### src/rtl/sram_stage_sequencer.sv
// Top-level sequencer: loads SRAM over UART, runs each enabled stage in index order,
// then hands SRAM back to VGA. Adds skip mask, per-stage watchdog and run-without-load.
module sram_stage_sequencer #(
    parameter int unsigned NUM_STAGES      = 3,
    parameter int unsigned ADDR_W          = 18,
    parameter int unsigned DATA_W          = 16,
    parameter int unsigned TIMER_W         = 26,
    parameter int unsigned UART_TIMEOUT    = 50000000,
    parameter int unsigned STAGE_WD_CYCLES = 0
) (
    input  logic                         Clock,
    input  logic                         Resetn,
    input  logic                         Load_req,
    input  logic                         Run_req,
    input  logic [NUM_STAGES-1:0]        Stage_enable_mask,
    output logic                         UART_rx_initialize,
    output logic                         UART_rx_enable,
    input  logic [ADDR_W-1:0]            UART_SRAM_address,
    input  logic [DATA_W-1:0]            UART_SRAM_write_data,
    input  logic                         UART_SRAM_we_n,
    output logic [NUM_STAGES-1:0]        Stage_start,
    input  logic [NUM_STAGES-1:0]        Stage_stop,
    input  logic [NUM_STAGES*ADDR_W-1:0] Stage_SRAM_address,
    input  logic [NUM_STAGES*DATA_W-1:0] Stage_SRAM_write_data,
    input  logic [NUM_STAGES-1:0]        Stage_SRAM_we_n,
    input  logic [ADDR_W-1:0]            VGA_SRAM_address,
    output logic                         VGA_enable,
    output logic [ADDR_W-1:0]            SRAM_address,
    output logic [DATA_W-1:0]            SRAM_write_data,
    output logic                         SRAM_we_n,
    output logic [2:0]                   Active_stage,
    output logic                         Busy,
    output logic                         Stage_timeout_error,
    output logic [2:0]                   Error_stage,
    output logic [2:0]                   State_code
);

    typedef enum logic [2:0] {
        S_IDLE           = 3'd0,
        S_ENABLE_UART_RX = 3'd1,
        S_WAIT_UART_RX   = 3'd2,
        S_STAGE_SELECT   = 3'd3,
        S_STAGE_WAIT     = 3'd4
    } state_t;

    localparam int unsigned IDX_W = (NUM_STAGES > 1) ? $clog2(NUM_STAGES) : 1;
    localparam logic [3:0] END_IDX = 4'(NUM_STAGES);
    localparam logic [TIMER_W-1:0] UART_LIMIT = TIMER_W'(UART_TIMEOUT - 1);
    localparam logic [TIMER_W-1:0] WD_LIMIT =
        TIMER_W'((STAGE_WD_CYCLES == 0) ? 0 : STAGE_WD_CYCLES - 1);
    localparam logic WD_ON = (STAGE_WD_CYCLES != 0);

    state_t               state;
    logic [3:0]           stage_idx;  // one bit wider than Active_stage so NUM_STAGES=8 can end
    logic [TIMER_W-1:0]   uart_timer;
    logic [TIMER_W-1:0]   wd_timer;
    logic                 sel_valid;
    logic [IDX_W-1:0]     sel;

    logic [ADDR_W-1:0] st_addr [NUM_STAGES];
    logic [DATA_W-1:0] st_data [NUM_STAGES];

    for (genvar i = 0; i < NUM_STAGES; i++) begin : g_unpack
        assign st_addr[i] = Stage_SRAM_address[i*ADDR_W +: ADDR_W];
        assign st_data[i] = Stage_SRAM_write_data[i*DATA_W +: DATA_W];
    end

    assign sel_valid    = (stage_idx < END_IDX);
    assign sel          = sel_valid ? stage_idx[IDX_W-1:0] : '0;
    assign Active_stage = stage_idx[2:0];
    assign Busy         = (state != S_IDLE);
    assign State_code   = state;

    always_ff @(posedge Clock or negedge Resetn) begin
        if (!Resetn) begin
            state               <= S_IDLE;
            stage_idx           <= '0;
            uart_timer          <= '0;
            wd_timer            <= '0;
            UART_rx_initialize  <= 1'b0;
            UART_rx_enable      <= 1'b0;
            Stage_start         <= '0;
            VGA_enable          <= 1'b1;
            Stage_timeout_error <= 1'b0;
            Error_stage         <= '0;
        end else begin
            UART_rx_initialize <= 1'b0;
            UART_rx_enable     <= 1'b0;
            Stage_start        <= '0;

            if (UART_rx_initialize || !UART_SRAM_we_n) begin
                uart_timer <= '0;
            end else if (!(&uart_timer)) begin
                uart_timer <= uart_timer + 1'b1;
            end

            if (state == S_STAGE_WAIT && !(&wd_timer)) begin
                wd_timer <= wd_timer + 1'b1;
            end

            case (state)
                S_IDLE: begin
                    VGA_enable <= 1'b1;
                    if (Load_req) begin
                        UART_rx_initialize  <= 1'b1;
                        VGA_enable          <= 1'b0;
                        Stage_timeout_error <= 1'b0;
                        state               <= S_ENABLE_UART_RX;
                    end else if (Run_req) begin
                        VGA_enable          <= 1'b0;
                        Stage_timeout_error <= 1'b0;
                        stage_idx           <= '0;
                        state               <= S_STAGE_SELECT;
                    end
                end
                S_ENABLE_UART_RX: begin
                    UART_rx_enable <= 1'b1;
                    state          <= S_WAIT_UART_RX;
                end
                S_WAIT_UART_RX: begin
                    // An address of zero means nothing arrived yet, so keep waiting.
                    if (uart_timer == UART_LIMIT && UART_SRAM_address != '0) begin
                        UART_rx_initialize <= 1'b1;
                        stage_idx          <= '0;
                        state              <= S_STAGE_SELECT;
                    end
                end
                S_STAGE_SELECT: begin
                    if (!sel_valid) begin
                        VGA_enable <= 1'b1;
                        state      <= S_IDLE;
                    end else if (!Stage_enable_mask[sel]) begin
                        stage_idx <= stage_idx + 4'd1;
                    end else begin
                        Stage_start <= NUM_STAGES'(1) << sel;
                        wd_timer    <= '0;
                        state       <= S_STAGE_WAIT;
                    end
                end
                S_STAGE_WAIT: begin
                    if (Stage_stop[sel]) begin
                        stage_idx <= stage_idx + 4'd1;
                        state     <= S_STAGE_SELECT;
                    end else if (WD_ON && wd_timer == WD_LIMIT) begin
                        Stage_timeout_error <= 1'b1;
                        Error_stage         <= stage_idx[2:0];
                        VGA_enable          <= 1'b1;
                        state               <= S_IDLE;
                    end
                end
                default: state <= S_IDLE;
            endcase
        end
    end

    always_comb begin
        SRAM_address    = VGA_SRAM_address;
        SRAM_write_data = '0;
        SRAM_we_n       = 1'b1;
        case (state)
            S_ENABLE_UART_RX, S_WAIT_UART_RX: begin
                SRAM_address    = UART_SRAM_address;
                SRAM_write_data = UART_SRAM_write_data;
                SRAM_we_n       = UART_SRAM_we_n;
            end
            S_STAGE_WAIT: begin
                SRAM_address    = st_addr[sel];
                SRAM_write_data = st_data[sel];
                SRAM_we_n       = Stage_SRAM_we_n[sel];
            end
            S_STAGE_SELECT: begin
                if (sel_valid) begin
                    SRAM_address = st_addr[sel];
                end
            end
            default: ;
        endcase
    end

endmodule
### config.mk
export PLATFORM = sky130hd
export DESIGN_NAME = sram_stage_sequencer
export DESIGN_NICKNAME = d
export VERILOG_FILES = /design/src/rtl/sram_stage_sequencer.sv
export SDC_FILE = /design/constraint.sdc
export NUM_CORES = 1
export LEC_CHECK = 0
export BUFFER_PORTS_ARGS = -buffer_cell sky130_fd_sc_hd__buf_2
export CAP_MARGIN = 40
export CELL_PAD_IN_SITES_DETAIL_PLACEMENT = 0
export CELL_PAD_IN_SITES_GLOBAL_PLACEMENT = 1
export CORE_MARGIN = 2
export CORE_UTILIZATION = 32
export CTS_CLUSTER_SIZE = 8
export DETAILED_ROUTE_END_ITERATION = 10
export HOLD_SLACK_MARGIN = 0.1
export PLACE_DENSITY = 0.95
export SLEW_MARGIN = 20
export SYNTH_ARGS = -nofsm -noshare
export SYNTH_HDL_FRONTEND = slang
export SYNTH_SLANG_ARGS = --single-unit
### constraint.sdc
create_clock -name Clock -period 7.7 [get_ports Clock]
set_input_delay 1.54 -clock Clock [delete_from_list [all_inputs] [get_ports Clock]]
set_output_delay 1.54 -clock Clock [all_outputs]
set_load 0.005 [all_outputs]
## Yosys cells after proc, flatten, opt, wreduce, memory -nomap -nowiden

Index checks and enable logic that the tools add are counted.

| storage, ports and cells | value |
|---|---|
| output and inout bits | 52 |
| logic and storage cells | 91 |
| bits of input ports | 168 |
| register bits after elaboration | 40 |

| cells by class | value |
|---|---|
| shifts and indexed selects | 1 |
| reduce and logical (&&, ||, !) cells | 15 |
| bitwise gates (word level) | 1 |
| $add $sub $neg | 2 |
| equal/unequal tests | 15 |
| order comparisons | 3 |
| multiplexer cells | 46 |

Operators by type and width:

| operator | count |
|---|---|
| $mux W18 | 3 |
| $pmux W18 S3 | 1 |
| $mux W26 | 2 |
| $bmux W18 S2 | 1 |
| $bmux W16 S2 | 1 |
| $mux W16 | 2 |
| $pmux W16 S2 | 1 |
| $mux W3 | 9 |
| $add A26 B1 Y26 const B | 1 |
| $eq A26 B26 Y1 const B | 1 |
| $reduce_and A26 Y1 | 1 |
| $mux W4 | 6 |
| $reduce_bool A18 Y1 | 1 |
| $pmux W4 S4 | 1 |
| $pmux W3 S5 | 1 |
| $ne A2 B2 Y1 const B | 7 |
| $mux W1 | 11 |
| $reduce_and A7 Y1 | 1 |
| $bmux W1 S2 | 3 |
| $eq A3 B2 Y1 const B | 2 |
| $ne A3 B3 Y1 const B | 2 |
| $pmux W1 S2 | 3 |
| $add A4 B1 Y4 const B | 1 |
| $lt A4 B2 Y1 const B | 1 |
| other kinds (18) | 20 |

## Depth between registers and ports, before layout

| depth | value |
|---|---|
| depth in word-level cells | 8 |
| mapped depth | 9 |
| mapped depth without buffers | 7 |

## Least setup slack after synthesis

No wires, ideal clock.

| timing path | value |
|---|---|
| path type | input -> output |
| start point | input port Stage_SRAM_address[48] |
| end point | output port SRAM_address[12] |
| required time | 6.160 ns |
| path buffers | 0 |
| arrival time | 2.094 ns |
| stages on the path | 4 |
| path slack | 4.066 ns |
| cells stage by stage | nor2b_1 > o22ai_1 > nor3_1 > a221o_1 |

| between the ends | value |
|---|---|
| word-level cells in the longest chain between the ends | 5 |

Ends and longest elaborated chain:

| item | line | RTL |
|---|---|---|
| from (decl) | 23 | `input logic [NUM_STAGES*ADDR_W-1:0] Stage_SRAM_address,` |
| $bmux W18 S2 * | 167, 173 |  |
| $mux W18 (implied by the code) * (2 in series) | 167, 173 |  |
| $mux W18 | 172 | `if (sel_valid) begin` |
| $pmux W18 S3 * | 160 | `case (state)` |
| to (decl) | 28 | `output logic [ADDR_W-1:0] SRAM_address,` |

Mark *: on every way between the ends. The rest lies on a longest branch, timed or not. The select of a mux whose other input is x is not followed.

## Worst setup path in the final report

| timing path | value |
|---|---|
| start point | register stage_idx[0] |
| end point | output port SRAM_address[15] |

| between the ends | value |
|---|---|
| word-level cells in the longest chain between the ends | 8 |

Ends and longest elaborated chain:

| item | line | RTL |
|---|---|---|
| from (decl) | 54 | `logic [3:0] stage_idx;` |
| from (signal assigned) | 133 | `stage_idx <= stage_idx + 4'd1;` |
| from (signal assigned) | 142 | `stage_idx <= stage_idx + 4'd1;` |
| $lt A4 B2 Y1 | 68 | `assign sel_valid = (stage_idx < END_IDX);` |
| $mux W2 | 69 | `assign sel = sel_valid ? stage_idx[IDX_W-1:0] : '0;` |
| $not A2 Y3 (implied by the code) | 167, 173 |  |
| $bmux W18 S2 | 167, 173 |  |
| $mux W18 (implied by the code) (2 in series) | 167, 173 |  |
| $mux W18 | 172 |  |
| $pmux W18 S3 * | 160 |  |

Marked as above.

==> summary.txt <==
outcome: completed
reg2reg end: stage_idx[1]
clk root buf: clkbuf_8
Cell variety after synth: 52
Final Worst Setup Slack: 2.957 ns
overall die width: 109.0 µm
YS warnings: 3
Sw Share: 48.26%
core area: 0.01079 mm²
worst skew pair latency: 0.29 ns
Mapped Cells: 463
fmax: 210.9 MHz
total power: 1.419 mW
power per cell area: 294.7 mW/mm²
wire per inst: 17.82 µm
buffer count from post-CTS setup fixing: 0
placed cell area: 0.004686 mm²
Tot GR Track Use: 22.88%
maximum fanout along the worst path: 49
gr busiest metal: met2
CTS Hold Buffers Added: 0
Max Buffers Root-to-Sink: 2
Total Nets Final: 826
CP Capture Point: SRAM_address[15]
Worst-path clk slew: 0.08 ns
Compound-Gate Fraction of Synth Area: 27.86%
FF-to-FF Start: stage_idx[0]
final wirelength: 14270 µm
initial antenna violation count: 3
GR Layer Usage met3: 4.722%
gr ovfl total: 0
post-synthesis cell area: 0.003526 mm²
Layout area overhead: 36.59%
IO buf count: 215
Avg Inst Size Synth: 7.615 µm²
Ports: 220
Leak: 2.269 nW
CTS Buf Count: 5
met1 Usage GRT: 26.10%
Crit path required time: 6.16 ns
#FFs+latches synth: 39
Period minus WS final: 4.743 ns
largest family of logic cells by synthesized area: simple AND/OR/NAND/NOR gates
RePlAce Congestion: 0.9582
post-layout util: 44.62%
clock skew: 0.009911 ns
count of pins over their slew limit: 0
Resized cells post-CTS: 0
hold crit path type: reg2reg
die area: 0.01187 mm²
via/cell ratio: 5.526
vias in the first global route: 4288
Peak supply drop: 0.1570 mV
switching power: 0.6849 mW
clock power share: 9.5%
Synth Area in Simple Gates: 31.37%
met2 Use GR: 41.93%
largest net degree at the start of global routing: 51
dpl ws: 3.015 ns
Routed Antenna Nets: 0
multiplexer share of the synthesized area: 1.561%
Initial Utilization: 32.67%
H-tree levels: 2
worst-case reg-to-reg path depth: 8
DR vias: 4426
Flop pwr share: 18.6%
DRT Pass-1 Iters: 5
row cnt: 38
CP Capture Type: output pin
fill count: 1112
Post-synth EDFFs: 0
Comb pwr share: 71.9%
CTS tree: done
CP startpoint: stage_idx[0]
Crit Path Category: reg2out
internal cell power: 0.7343 mW
ys flop type: dfrtp_1
Least-Margin Pin Slew: 0.7685 ns
clk sinks: 39
post-synthesis sequential area ratio: 27.71%
FF-to-FF setup slack: 4.65 ns
period utilization: 61.59%
Setup TNS: 0 ns
CP arrival: 3.20 ns
die height: 109.0 µm
Post-Synth XOR/XNOR Area: 4.968%
final hold violation count: 0
Max Cap Viol: 0
first-pass GRT wire length: 21280 µm
share of layout cells above drive strength 1: 37.44%
setup repair after global routing missed its margin: no
async set-reset flop share out of synthesis: 100.0%
Synth Area in Adders: 0.7097%
setup violators final: 0
Finished Cell Area: 0.004816 mm²
Startpoint Class: flop
Initial DRC Count: 281
DRC: 0
post-DP HPWL: 11080 µm
relative slew slack: 48.76%
[power by group through the flow]
stage | combinational [mW] | sequential, mW | clock, mW
floorplan | 0.652 | 0.251 | 0
global placement | 0.973 | 0.267 | 0
detailed placement | 0.996 | 0.268 | 0
CTS | 1.01 | 0.264 | 0.140
global route | 1.11 | 0.270 | 0.150
finish | 1.02 | 0.264 | 0.135
[placed cells by master, fill, tap and decap left out, types with 7 or more instances in the layout]
| master | instances |
|---|---|
| a221o_1 | 18 |
| o21ai_0 | 29 |
| nor2_1 | 55 |
| buf_2 | 215 |
| nor3_1 | 28 |
| nor4_1 | 10 |
| a22o_1 | 16 |
| xnor2_1 | 8 |
| a22oi_1 | 19 |
| and3_1 | 7 |
| nand4_1 | 10 |
| nand2_1 | 25 |
| dfrtp_1 | 38 |
| nor2b_1 | 38 |
| buf_4 | 8 |
| a21oi_1 | 7 |
| o22ai_1 | 17 |
| xor2_1 | 12 |
| a31oi_1 | 20 |
| nand3_1 | 12 |
[metrics by stage]
stage | instances | hold slack, ns
3_5_place_dp | 787 | 0.4925
5_1_grt | 800 | 0.5574
6_report | 801 | 0.4981
4_1_cts | 795 | 0.5042
2_1_floorplan | 466 | 0.4670
3_3_place_gp | 785 | 0.4733
[worst min path at each step]
stage	start	endpoint	slack [ns]	depth (start not counted)
finish	VGA_enable	VGA_enable	0.50	2
global route	VGA_enable	VGA_enable	0.56	2
CTS	VGA_enable	VGA_enable	0.50	2
detailed placement	VGA_enable	VGA_enable	0.49	2
global placement	VGA_enable	VGA_enable	0.47	2
floorplan	VGA_enable	VGA_enable	0.47	2
[synthesized netlist by cell type (16+ instances only)]
cell	instances	area, µm²
a22oi_1	19	142.6
nor3_1	29	145.1
o21ai_0	29	145.1
nor2b_1	38	237.7
nand2_1	25	93.84
a22o_1	16	140.1
o22ai_1	17	106.4
dfrtp_1	38	950.9
clkbuf_1	29	108.9
nor2_1	56	210.2
a31oi_1	20	125.1
a221o_1	18	180.2
[final cells by class]
class | instances | area, µm² | area share [%]
diodes | 4 | 10.01 | 0.2078
clock buffers | 6 | 72.57 | 1.507
inverters | 3 | 11.26 | 0.2338
repair buffers | 226 | 1186 | 24.63
clock inverters | 2 | 12.51 | 0.2598
well taps | 140 | 175.2 | 3.637
multi-input cells | 381 | 2371 | 49.23
flip-flops and latches | 39 | 977.2 | 20.29
[worst max-delay path, cell delays in order (launching register included)]
cell and delay (ns):
dfrtp_1 0.36, buf_4 0.27, ha_1 0.32, or3_1 0.35
buf_8 0.18, nor2_1 0.54, buf_4 0.29, o22ai_1 0.09
nor3_1 0.24, a221o_1 0.14, buf_2 0.11
[flip-flops by register name (all words and copies together), names as in the netlist]
signal / count
UART_rx_initialize: 1
uart_timer: 26
VGA_enable: 1
Stage_start: 3
stage_idx: 4
State_code: 3
UART_rx_enable: 1
[per-layer routing]
metal,part of all wire [%],up-vias
li1,-,2116
met1,38,2089
met2,53,196
met3,7.0,25
met4,2.6,0
met5,0,-
[logic make-up (layout without fill, tap and decap cells)]
logic type               after synthesis  after routing
multiplexers                           5              5
AND/OR/NAND/NOR                      212            212
XOR/XNOR                              20             20
other                                  1              8
adder cells (fa/ha/maj)                2              2
AO/OA/AOI/OAI                        138            138
flip-flops                            39             39
buffers and inverters                 46            237
(Power assumes the default switching activity.)
